## src/rtl/hazard_scoreboard.sv

```systemverilog
// Hazard/forwarding controller for a 5-stage pipeline: per-register latency scoreboard,
// E-stage and D-stage forward selects, D-stall/E-bubble generation and a stall counter.
module hazard_scoreboard #(
  parameter int unsigned NUM_SRC = 2,
  parameter int unsigned REG_AW  = 5,
  parameter int unsigned MAX_LAT = 3,
  parameter int unsigned PERF_W  = 16,
  localparam int unsigned LAT_W  = $clog2(MAX_LAT + 1)
) (
  input  logic                        clk,
  input  logic                        reset,
  input  logic                        issue_valid,
  input  logic                        issue_we,
  input  logic [REG_AW-1:0]           issue_dst,
  input  logic [LAT_W-1:0]            issue_lat,
  input  logic [NUM_SRC*REG_AW-1:0]   src_d,
  input  logic [NUM_SRC-1:0]          src_d_use,
  input  logic [NUM_SRC-1:0]          src_d_early,
  input  logic [NUM_SRC*REG_AW-1:0]   src_e,
  input  logic                        reg_write_m,
  input  logic [REG_AW-1:0]           write_reg_m,
  input  logic                        reg_write_w,
  input  logic [REG_AW-1:0]           write_reg_w,
  output logic [NUM_SRC*2-1:0]        fwd_e,
  output logic [NUM_SRC-1:0]          fwd_d,
  output logic                        stall_d,
  output logic                        flush_e,
  output logic [PERF_W-1:0]           stall_count
);

  localparam int unsigned NREG = 1 << REG_AW;

  logic [LAT_W-1:0]  cnt [NREG];
  logic              e_we;
  logic [REG_AW-1:0] e_dst;
  logic [PERF_W-1:0] count_q;
  logic [NUM_SRC-1:0] hazard;

  logic              issue_rec;
  logic [LAT_W-1:0]  lat_clamp;
  logic              m_wr;
  logic              w_wr;

  assign issue_rec = issue_valid & issue_we & (issue_dst != '0);
  assign lat_clamp = (issue_lat > LAT_W'(MAX_LAT)) ? LAT_W'(MAX_LAT) : issue_lat;
  assign m_wr      = reg_write_m & (write_reg_m != '0);
  assign w_wr      = reg_write_w & (write_reg_w != '0);

  // Scoreboard: newest writer overrides the countdown; register 0 stays clear.
  always_ff @(posedge clk or posedge reset) begin
    if (reset) begin
      for (int r = 0; r < int'(NREG); r++) cnt[r] <= '0;
      e_we  <= 1'b0;
      e_dst <= '0;
    end else begin
      cnt[0] <= '0;
      for (int r = 1; r < int'(NREG); r++) begin
        if (issue_rec && (issue_dst == REG_AW'(r)))
          cnt[r] <= lat_clamp;
        else if (cnt[r] != '0)
          cnt[r] <= cnt[r] - LAT_W'(1);
      end
      e_we  <= issue_rec;
      e_dst <= issue_dst;
    end
  end

  // Per-port forwarding and hazard detection.
  for (genvar i = 0; i < int'(NUM_SRC); i++) begin : g_port
    logic [REG_AW-1:0] se;
    logic [REG_AW-1:0] sd;
    logic              busy;
    logic              e_hit;

    assign se    = src_e[i*REG_AW +: REG_AW];
    assign sd    = src_d[i*REG_AW +: REG_AW];
    assign busy  = (cnt[sd] != '0);
    assign e_hit = e_we & (e_dst == sd);

    assign fwd_e[2*i +: 2] = (m_wr && write_reg_m == se) ? 2'b10 :
                             (w_wr && write_reg_w == se) ? 2'b01 : 2'b00;
    assign fwd_d[i]  = src_d_early[i] & m_wr & (write_reg_m == sd);
    // Early consumers also wait out a producer still sitting in E.
    assign hazard[i] = src_d_use[i] & (sd != '0) & (busy | (src_d_early[i] & e_hit));
  end

  assign stall_d     = |hazard;
  assign flush_e     = stall_d;
  assign stall_count = count_q;

  // Saturating stall-cycle counter.
  always_ff @(posedge clk or posedge reset) begin
    if (reset)
      count_q <= '0;
    else if (stall_d && (count_q != '1))
      count_q <= count_q + PERF_W'(1);
  end

endmodule

```

## config.mk

```make
export PLATFORM = sky130hd
export DESIGN_NAME = hazard_scoreboard
export DESIGN_NICKNAME = d
export VERILOG_FILES = /design/src/rtl/hazard_scoreboard.sv
export SDC_FILE = /design/constraint.sdc
export NUM_CORES = 1
export LEC_CHECK = 0
export CORE_ASPECT_RATIO = 0.9
export CORE_UTILIZATION = 35
export CTS_CLUSTER_SIZE = 16
export DETAILED_ROUTE_END_ITERATION = 7
export REMOVE_ABC_BUFFERS = 1
export SLEW_MARGIN = 40
export SYNTH_ARGS = -nofsm -noshare
export SYNTH_HDL_FRONTEND = slang
export SYNTH_SLANG_ARGS = --single-unit
```

## constraint.sdc

```tcl
create_clock -name clk -period 3.9 [get_ports clk]
set_clock_uncertainty 0.15 [all_clocks]
set_input_delay 0.975 -clock clk [delete_from_list [all_inputs] [get_ports clk]]
set_output_delay 0.975 -clock clk [all_outputs]
set_load 0.02 [all_outputs]
```

==> flow_results.xml <==
<?xml version="1.0" encoding="UTF-8"?>
<metrics>
  <group name="timing">
    <metric name="fmaxAchievable" unit="MHz">256</metric>
    <metric name="final_critical_path_setup_slack" unit="ns">-0.00313</metric>
    <metric name="report.final.hold_viol_count" unit="">0</metric>
    <metric name="fin_crit" unit="ns">3.90</metric>
    <metric name="timing.final.max_slew_violations" unit="">0</metric>
    <metric name="setup_violating_endpoint_count_in_the_final_report" unit="">1</metric>
    <metric name="slew-limit-headroom" unit="">0.588</metric>
    <metric name="final.setup.tns" unit="ns">-0.00313</metric>
    <metric name="fin_crit_sh" unit="">1.00</metric>
    <metric name="worstMarginPinSlew" unit="ns">0.616</metric>
  </group>
  <group name="outcome">
    <metric name="outcome" unit="">finished, violations left</metric>
    <metric name="failed_checks" unit="">DRC, setup timing</metric>
  </group>
  <group name="placed_design">
    <metric name="dp_slack" unit="ns">-0.682</metric>
    <metric name="place.detailed.instances" unit="">973</metric>
    <metric name="finalWeightedCongestion" unit="">0.921</metric>
    <metric name="port_buffers" unit="">70</metric>
    <metric name="detailedPlacementHpwl" unit="um">12100</metric>
  </group>
  <group name="cts">
    <metric name="cts-root-buf" unit="">sky130_fd_sc_hd__clkbuf_16</metric>
    <metric name="tritoncts" unit="">yes</metric>
    <metric name="clk-insertion-delay-late" unit="ns">0.34</metric>
    <metric name="clock-sinks" unit="">84</metric>
    <metric name="cts.path.max_buffers" unit="">2</metric>
    <metric name="hold_buffers" unit="">0</metric>
    <metric name="cts_max_level" unit="">3</metric>
    <metric name="cts_buffers" unit="">9</metric>
    <metric name="cts.reportedPaths.clkPinSlew" unit="ns">0.06</metric>
  </group>
  <group name="grt">
    <metric name="antenna_found_initial" unit="">0</metric>
    <metric name="grt_start_max_net_pins" unit="">33</metric>
    <metric name="global_route.overflow_total" unit="">0</metric>
    <metric name="grt_first_pass_wirelength" unit="um">26600</metric>
    <metric name="global_route.usage.total" unit="">0.194</metric>
    <metric name="grt_pass1_vias" unit="">5359</metric>
  </group>
  <group name="power">
    <metric name="p_leak" unit="nW">3.38</metric>
    <metric name="cellPowerDensity" unit="mW/mm2">660</metric>
    <metric name="power_share_of_the_combinational_group" unit="">0.470</metric>
    <metric name="worst_ir_drop_vdd" unit="V">0.000253</metric>
    <metric name="p_int" unit="mW">3.11</metric>
    <metric name="power.share.switching" unit="">0.382</metric>
    <metric name="share_clk_of_total_power" unit="">0.200</metric>
    <metric name="power_frac_seq" unit="">0.330</metric>
    <metric name="total_switching_power" unit="mW">1.93</metric>
  </group>
  <group name="synthesis">
    <metric name="ys.flop_type" unit="">sky130_fd_sc_hd__dfrtp_1</metric>
    <metric name="ys.warnings.count" unit="">0</metric>
    <metric name="yosys_register_bits" unit="">84</metric>
    <metric name="avgSynthCellArea" unit="um2">8.76</metric>
    <metric name="yosys.cell_types.count" unit="">58</metric>
    <metric name="yosysSeqAreaShare" unit="">0.358</metric>
    <metric name="async_flop_share" unit="">1.00</metric>
    <metric name="netlist_instances" unit="">671</metric>
    <metric name="mappedNetlistArea" unit="mm2">0.00588</metric>
    <metric name="number_of_flops_mapped_to_enable_cells_by_yosys" unit="">0</metric>
  </group>
  <group name="critical_path">
    <metric name="data_arrival_critical_path" unit="ns">2.78</metric>
    <metric name="type_of_element_capturing_the_critical_path" unit="">output pin</metric>
    <metric name="worst_setup_start_kind" unit="">input pin</metric>
    <metric name="crit_path_max_fanout" unit="">2</metric>
    <metric name="worst-endpoint-required" unit="ns">2.77</metric>
    <metric name="criticalPathCategory" unit="">in -&gt; out</metric>
  </group>
  <group name="floorplanning">
    <metric name="die-width" unit="um">139</metric>
    <metric name="effective_utilization_at_floorplan" unit="">0.361</metric>
    <metric name="rows" unit="">44</metric>
    <metric name="io_pins" unit="">71</metric>
    <metric name="die_y" unit="um">125</metric>
    <metric name="fp.coreArea" unit="mm2">0.0163</metric>
    <metric name="design.die.area" unit="mm2">0.0173</metric>
  </group>
  <group name="detailed_routing">
    <metric name="route.final.wire_length" unit="um">16700</metric>
    <metric name="via_count" unit="">5260</metric>
    <metric name="route.antenna.remaining_nets" unit="">0</metric>
    <metric name="detail_route.first_pass.iterations" unit="">7</metric>
    <metric name="detail_route.drc_violations" unit="">9</metric>
    <metric name="post_drt_via_cell_ratio" unit="">5.28</metric>
    <metric name="detail_route.wl_per_cell" unit="um">16.7</metric>
    <metric name="drt-initial-drc-count" unit="">331</metric>
  </group>
  <group name="finish">
    <metric name="finalNonFillerCells" unit="">996</metric>
    <metric name="final_nets" unit="">863</metric>
    <metric name="synthToLayoutAreaGrowth" unit="%">29.8</metric>
    <metric name="final_core_utilization" unit="">0.468</metric>
    <metric name="final.fill_count" unit="">1557</metric>
    <metric name="drive_above_1_share" unit="">0.174</metric>
    <metric name="insertedDiodeCount" unit="">0</metric>
  </group>
  <group name="flow_run">
    <metric name="drv.max_cap_violation_count" unit="">0</metric>
  </group>
  <group name="worst_hold_path">
    <metric name="path_category_of_the_worst_min_delay_check" unit="">reg -&gt; reg</metric>
  </group>
</metrics>
-- timing repair --
item,CTS,global route
endpoints found under the setup margin,8,5
pin swaps,7,9
setup buffers,4,1
cloned,1,1
gates resized for setup,43,16
-- kinds of logic (layout without fill, tap and decap cells) --
| logic type | count (synthesis) | after routing | share of synthesized area |
|---|---|---|---|
| and+or+nand+nor | 230 | 230 | 0.198 |
| AOI/OAI and AO/OA | 114 | 114 | 0.115 |
| buffers and inverters | 96 | 214 | 0.0687 |
| xor gates and xnor gates | 83 | 83 | 0.124 |
| DFF | 84 | 84 | 0.358 |
| muxes | 32 | 32 | 0.0692 |
| adders and majority gates | 32 | 32 | 0.0681 |
-- final cells by class --
| class | count | area (um2) | share of cell area |
|---|---|---|---|
| inverters | 65 | 245 | 0.0322 |
| repair buffers | 133 | 1240 | 0.162 |
| multi-input cells | 491 | 3440 | 0.450 |
| clock inverters | 7 | 124 | 0.0162 |
| clock buffers | 9 | 225 | 0.0295 |
| flip-flops and latches | 84 | 2100 | 0.276 |
| well taps | 207 | 259 | 0.0340 |
-- stage by stage --
| step | total power [mW] | area, um2 | hold WS, ns |
|---|---|---|---|
| after floorplan | 3.27 | 5720 | 0.388 |
| after global placement | 3.78 | 7150 | 0.324 |
| after detailed placement | 3.99 | 7160 | 0.329 |
| after CTS | 5.03 | 7560 | 0.341 |
| after global routing | 5.44 | 7630 | 0.377 |
| final | 5.03 | 7630 | 0.340 |
-- layout by cell type, fill, tap and decap left out, drive strengths merged, types with 6 or more instances in the layout --
| cell | netlist | routed |
|---|---|---|
| a211oi | 10 | 10 |
| a21oi | 48 | 48 |
| a31oi | 7 | 7 |
| and3 | 9 | 9 |
| buf | 14 | 67 |
| clkbuf | 17 | 12 |
| clkdlybuf4s50 | 0 | 53 |
| dfrtp | 84 | 84 |
| dlygate4sd2 | 0 | 8 |
| ha | 32 | 32 |
| inv | 65 | 65 |
| mux2 | 26 | 26 |
| nand2 | 57 | 57 |
| nand3 | 13 | 13 |
| nand4 | 12 | 12 |
| nor2 | 66 | 66 |
| nor3 | 34 | 34 |
| nor4 | 7 | 7 |
| o21ai | 36 | 36 |
| or4 | 6 | 6 |
| xnor2 | 33 | 33 |
| xor2 | 50 | 50 |
-- critical path, cell delays in order --
cell	delay, ns
sky130_fd_sc_hd__clkdlybuf4s50_1	0.50
sky130_fd_sc_hd__or4_1	0.12
sky130_fd_sc_hd__o21ai_0	0.11
sky130_fd_sc_hd__or4_1	0.56
sky130_fd_sc_hd__nor4_1	0.30
sky130_fd_sc_hd__buf_2	0.21
-- state kept, by name, summed over array words and instances (netlist names) --
| name | count |
|---|---|
| stall_count | 16 |
| cnt | 62 |
| e_dst | 5 |
| e_we | 1 |
-- per-layer routing --
layer / global-route usage / share of wire / routed length, um
met1: 0.248 / 0.44 / 7310
met2: 0.330 / 0.48 / 8040
met3: 0.0356 / 0.063 / 1050
met4: 0.0628 / 0.017 / 285
met5: 0 / 0 / 0
-- cell usage after synthesis (all sizes together) (2+ instances only) --
master | count | area (um2)
nor3b | 2 | 15.0
a211oi | 10 | 80.1
mux2i | 2 | 20.0
mux2 | 26 | 297
xor2 | 50 | 438
nand4 | 12 | 75.1
a31oi | 7 | 43.8
nand4b | 2 | 32.5
nand2 | 57 | 214
mux4 | 4 | 90.1
clkbuf | 17 | 65.1
dfrtp | 84 | 2100
or4 | 6 | 45.0
o21ai | 36 | 180
nand3 | 13 | 65.1
a2111oi | 2 | 36.3
nor2 | 66 | 248
inv | 65 | 244
nor4 | 7 | 58.8
ha | 32 | 400
nor3 | 34 | 180
a21oi | 48 | 240
and2 | 4 | 27.5
a41oi | 3 | 26.3
nand2b | 2 | 12.5
nand3b | 4 | 30.0
buf | 14 | 95.1
xnor2 | 33 | 289
nor4b | 4 | 41.3
and3 | 9 | 56.3
nor2b | 4 | 25.0
-- path summary, 6_finish.rpt --
kind                             endpoint  cells past startpoint  slack (ns)            from
max                              fwd_e[0]                      6      -0.003  write_reg_w[2]
min reg2reg                stall_count[6]                      1        0.34  stall_count[6]
min in group asynchronous         cnt[21]                      2        0.85           reset
max in group asynchronous         cnt[42]                      3        1.95           reset
min                        stall_count[6]                      1        0.34  stall_count[6]
max reg2reg                stall_count[1]                     10        1.17         cnt[42]
-- power groups by stage --
stage	combinational (mW)	clock, mW	sequential (mW)
after floorplan	1.66	0	1.62
after global placement	2.15	0	1.64
after detailed placement	2.33	0	1.66
after CTS	2.36	1.02	1.65
after global routing	2.67	1.05	1.71
final	2.37	1.00	1.66
Note: power is estimated with default switching activity, not from simulation.
